$ cat src/rtl/s2p_cond_pkg.sv
// Shared definitions for the 4-lane serial-to-parallel receiver: state
// encodings, default alignment comma and bit-counter width.
package s2p_cond_pkg;

    localparam int         CTR_W         = 3;
    localparam logic [7:0] COMMA_DEFAULT = 8'hBC;

    typedef enum logic [1:0] {
        ST_HUNT   = 2'd0,
        ST_ALIGN  = 2'd1,
        ST_LOCKED = 2'd2
    } state_t;

endpackage

$ cat src/rtl/s2p_cond_shift.sv
// One lane of the receiver: 8-bit MSB-first shift register. The next word is
// the byte that would be completed by the bit currently on the serial input.
module shift_s2p_cond (
    input  logic       clk,
    input  logic       rst_n,
    input  logic       enb,
    input  logic       sin,
    output logic [7:0] sh,
    output logic [7:0] nw
);

    logic [7:0] sh_reg;

    assign nw = {sh_reg[6:0], sin};
    assign sh = sh_reg;

    always_ff @(posedge clk) begin
        if (!rst_n) begin
            sh_reg <= '0;
        end else if (enb) begin
            sh_reg <= nw;
        end
    end

endmodule

$ cat src/rtl/s2p_cond.sv
// 4-lane serial-to-parallel receiver with comma alignment on lane 0.
// Optional build macro S2P_COMMA_STRIP_EN suppresses strobes on comma slots while locked.
module s2p_cond
    import s2p_cond_pkg::*;
#(
    parameter logic [7:0] COMMA       = COMMA_DEFAULT,
    parameter int         LOCK_COMMAS = 2
) (
    input  logic             IN_CLK_s2p,
    input  logic             IN_RESET_s2p,
    input  logic             IN_ENB_s2p,
    input  logic             IN_VALID_s2p,
    input  logic [3:0]       IN_LANE_s2p,
    output logic [7:0]       OUT_LANE3_s2p,
    output logic [7:0]       OUT_LANE2_s2p,
    output logic [7:0]       OUT_LANE1_s2p,
    output logic [7:0]       OUT_LANE0_s2p,
    output logic             OUT_VALID_s2p,
    output logic             OUT_LOCK_s2p,
    output logic [CTR_W-1:0] OUT_CTR_s2p
);

`ifdef S2P_COMMA_STRIP_EN
    localparam bit STRIP = 1'b1;
`else
    localparam bit STRIP = 1'b0;
`endif

    localparam logic [CTR_W-1:0] CTR_LAST    = '1;
    localparam logic [2:0]       LOCK_TARGET = 3'(LOCK_COMMAS);

    logic [3:0][7:0]   sh_all;
    logic [3:0][7:0]   nw_all;
    logic              shift_en;
    logic              comma_hit;

    state_t            state_reg, state_next;
    logic [CTR_W-1:0]  ctr_reg, ctr_next;
    logic [2:0]        cnt_reg, cnt_next;
    logic [3:0][7:0]   lane_reg, lane_next;
    logic              valid_reg, valid_next;

    // Shifting happens only on enabled bits of a valid stream.
    assign shift_en  = IN_ENB_s2p & IN_VALID_s2p;
    assign comma_hit = (nw_all[0] == COMMA);

    genvar gi;
    generate
        for (gi = 0; gi < 4; gi++) begin : g_lane
            shift_s2p_cond u_shift (
                .clk   (IN_CLK_s2p),
                .rst_n (IN_RESET_s2p),
                .enb   (shift_en),
                .sin   (IN_LANE_s2p[gi]),
                .sh    (sh_all[gi]),
                .nw    (nw_all[gi])
            );
        end
    endgenerate

    always_comb begin
        state_next = state_reg;
        ctr_next   = ctr_reg;
        cnt_next   = cnt_reg;
        lane_next  = lane_reg;
        valid_next = 1'b0;
        if (!IN_VALID_s2p) begin
            state_next = ST_HUNT;
            ctr_next   = '0;
            cnt_next   = '0;
        end else if (IN_ENB_s2p) begin
            case (state_reg)
                ST_HUNT: begin
                    if (comma_hit) begin
                        ctr_next   = '0;
                        cnt_next   = 3'd1;
                        state_next = (LOCK_TARGET == 3'd1) ? ST_LOCKED : ST_ALIGN;
                    end
                end
                ST_ALIGN: begin
                    ctr_next = ctr_reg + 1'b1;
                    if (ctr_reg == CTR_LAST) begin
                        if (comma_hit) begin
                            cnt_next = cnt_reg + 3'd1;
                            if ((cnt_reg + 3'd1) == LOCK_TARGET) begin
                                state_next = ST_LOCKED;
                            end
                        end else begin
                            // Misaligned comma: restart the search bit by bit.
                            state_next = ST_HUNT;
                            cnt_next   = '0;
                        end
                    end
                end
                ST_LOCKED: begin
                    ctr_next = ctr_reg + 1'b1;
                    if (ctr_reg == CTR_LAST && !(STRIP && comma_hit)) begin
                        lane_next  = nw_all;
                        valid_next = 1'b1;
                    end
                end
                default: state_next = ST_HUNT;
            endcase
        end
    end

    always_ff @(posedge IN_CLK_s2p) begin
        if (!IN_RESET_s2p) begin
            state_reg <= ST_HUNT;
            ctr_reg   <= '0;
            cnt_reg   <= '0;
            lane_reg  <= '0;
            valid_reg <= 1'b0;
        end else begin
            state_reg <= state_next;
            ctr_reg   <= ctr_next;
            cnt_reg   <= cnt_next;
            lane_reg  <= lane_next;
            valid_reg <= valid_next;
        end
    end

    assign OUT_LANE3_s2p = lane_reg[3];
    assign OUT_LANE2_s2p = lane_reg[2];
    assign OUT_LANE1_s2p = lane_reg[1];
    assign OUT_LANE0_s2p = lane_reg[0];
    assign OUT_VALID_s2p = valid_reg;
    assign OUT_LOCK_s2p  = (state_reg == ST_LOCKED);
    assign OUT_CTR_s2p   = ctr_reg;

endmodule

$ cat config.mk
export PLATFORM = sky130hd
export DESIGN_NAME = s2p_cond
export DESIGN_NICKNAME = d
export VERILOG_FILES = /design/src/rtl/s2p_cond_pkg.sv /design/src/rtl/s2p_cond_shift.sv /design/src/rtl/s2p_cond.sv
export SDC_FILE = /design/constraint.sdc
export NUM_CORES = 1
export LEC_CHECK = 0
export ABC_AREA = 0
export BUFFER_PORTS_ARGS = -buffer_cell sky130_fd_sc_hd__buf_2
export CAP_MARGIN = 40
export CORE_MARGIN = 10
export CORE_UTILIZATION = 50
export DETAILED_ROUTE_END_ITERATION = 16
export HOLD_SLACK_MARGIN = 0.05
export PLACE_DENSITY = 0.71
export SETUP_SLACK_MARGIN = 0.5
export SYNTH_ARGS = -nofsm -noshare
export SYNTH_HDL_FRONTEND = slang
export SYNTH_HIERARCHICAL = 1
export SYNTH_SLANG_ARGS = --single-unit
export TNS_END_PERCENT = 10
$ cat constraint.sdc
create_clock -name IN_CLK_s2p -period 2.3 [get_ports IN_CLK_s2p]
set_input_delay 0.46 -clock IN_CLK_s2p [delete_from_list [all_inputs] [get_ports IN_CLK_s2p]]
set_output_delay 0.46 -clock IN_CLK_s2p [all_outputs]
set_load 0.01 [all_outputs]
==> impl_metrics.tcl <==
set metrics [dict create \
    die_w_um 95.72 \
    fp.dieH_um 95.72 \
    endpoint_kind "flip-flop" \
    regArea_um2 1384 \
    critical_path_class "flip-flop to flip-flop" \
    p_comb_frac 0.037 \
    p_switching_uw 483.2 \
    fill_cells 506 \
    hold_ws_ns 0.3787 \
    path_clk_slew_ns 0.07 \
    rsz0062_at_grt "false" \
    syn_avg_cell_area_um2 9.684 \
    syn_area_um2 2866 \
    cts_inserted_buffers 9 \
    worst_path_largest_cell_delay_ns 0.50 \
    hold_depth 3 \
    switching_share 0.2295 \
    nets 353 \
    num_rows 27 \
    p_seq_frac 0.572 \
    powerDensity_nw_per_um2 641.9 \
    r2r_slack_ns 0.59 \
    clk_latency_ns 0.33 \
    dieArea_um2 9161 \
    drt-pass1-iter-count 4 \
    tns_ns 0 \
    gp_congestion 0.8599 \
    final_antenna_net_count 0 \
    cts-htree-levels 3 \
    status "complete, no violations" \
    leakage_uw 0.001294 \
    largest_reg_flops 28 \
    coreArea_um2 5540 \
    critPathSlowestCell "or4_1" \
    root_buffer "clkbuf_8" \
    worstPathMaxFanout 4 \
    required_ns 2.57 \
    clkPwrFrac 0.391 \
    regToRegStartpoint "OUT_CTR_s2p[0]" \
    cts_buffer_depth 2 \
    wl_mm 5.588 \
    hold_start "IN_LANE_s2p[3]" \
    finalMaxSlewViolations 0 \
    crit_arrival_ns 1.98 \
    finClkSkew_ns 0.002561 \
    grt_overflow 0 \
    cts_tree "done" \
    clock-sinks 69 \
    start_util 0.5174 \
    grt_pass1_wl_mm 9.384 \
    diodes 0 \
    drv_cap 0 \
    io_pins 45 \
    hold_viol 0 \
    syn2layout_area_growth_pct 14.40 \
    num_vias 2080 \
    synth_warnings 6 \
    hold_end "OUT_LANE3_s2p[0]" \
    first_iter_violations 96 \
    drc 0 \
    place.port_buffers 44 \
    ir_drop_mv 0.3611 \
    period_share 0.7450 \
    multi_input_area_um2 1366 \
    rr_endpoint "cnt_reg[1]" \
    critPathLaunchType "flip-flop" \
    dp.final_hpwl_mm 3.737 \
    hold_path_class "input pin to flip-flop" \
    hold_buffers 0 \
    syn_inst 296 \
    fin_crit_ns 1.714 \
    setup_viol 0 \
    track_usage 0.1277 \
    slew_headroom 0.6810 \
    layout-drive-gt1-share 0.2157 \
    grt_max_degree 63 \
    reg2regPathDepth 6 \
    viasPerCell 5.012 \
    timing.fmax_mhz 583.6 \
    post_drt_wl_per_cell_um 13.47 \
    internal_power_uw 1622 \
    path_cells "ha_1 > ha_2 > nand2b_1 > o211ai_1 > or4_1 > a21oi_1" \
    antenna_found_initial 0 \
    grt_pass1_vias 2023 \
    worst_pin_slew_ns 0.4753 \
    synth_nets 311 \
]
power groups by stage:
stage          clock network (uW)  registers, uW  logic (uW)
6_report                      824           1200        77.5
5_1_grt                       904           1200        84.7
4_1_cts                       844           1200        76.5
3_5_place_dp                    0           1230        76.3
3_3_place_gp                    0           1230        76.0
2_1_floorplan                   0           1230        64.7
cell type report:
type	instances	share of cell area
sequential	69	0.4220
inverter	4	0.004578
timing repair buffer	50	0.08088
multi-input combinational	204	0.4166
clock inverter	5	0.008394
tap	72	0.02747
clock buffer	11	0.04006
stage by stage:
step                      cells  cell area, um^2    util  total power, uW  setup WS [ns]
final                       415             3279  0.5919             2105         0.5865
after global routing        415             3279  0.5919             2193         0.5033
after CTS                   414             3254  0.5874             2123         0.5460
after detailed placement    398             3095  0.5587             1307         0.4928
after global placement      398             3095  0.5587             1307         0.5186
after floorplan             296             2867       -             1295         0.5507
per-layer routing:
metal | routed length, um | track usage
met1 | 2660 | 0.1547
met2 | 2467 | 0.2003
met3 | 334 | 0.03969
met4 | 126 | 0.06511
met5 | 0 | 0
worst max-delay path by stage:
stage | start | to | slack (ns) | cells past startpoint
global route | OUT_CTR_s2p[0] | cnt_reg[1] | 0.50 | 6
global placement | IN_LANE_s2p[0] | cnt_reg[1] | 0.52 | 5
detailed placement | IN_LANE_s2p[0] | cnt_reg[1] | 0.49 | 5
finish | OUT_CTR_s2p[0] | cnt_reg[1] | 0.59 | 6
CTS | OUT_CTR_s2p[0] | cnt_reg[1] | 0.55 | 6
floorplan | IN_LANE_s2p[0] | cnt_reg[1] | 0.55 | 5
layout by cell type, fill, tap and decap left out, types with 2 or more instances in the layout:
master and instances:
a21boi_0 32, a21oi_1 2, and2_1 2, buf_2 44
buf_4 6, clkbuf_1 2, clkbuf_8 9, clkinv_2 4
dfxtp_1 67, dfxtp_2 2, ha_1 5, inv_1 4
mux2i_1 29, nand2_1 72, nand2b_1 2, nand3_1 2
nor2b_1 28, nor3_1 2, o211a_1 2, o211ai_1 3
o22ai_1 3
timing repair:
item	CTS	global route
setup endpoints to repair	0	1
endpoints found under the hold margin	0	0
resized for setup	0	5
buffers inserted	0	1
worst max-delay path, delay by kind of cell (launching register included):
family | cells | cell delay [ns]
adder cells (fa/ha/maj) | 2 | 0.36
AND/OR/NAND/NOR | 2 | 0.64
flip-flops | 1 | 0.35
AO/OA/AOI/OAI | 2 | 0.30
Power figures use the tool's default switching activity.
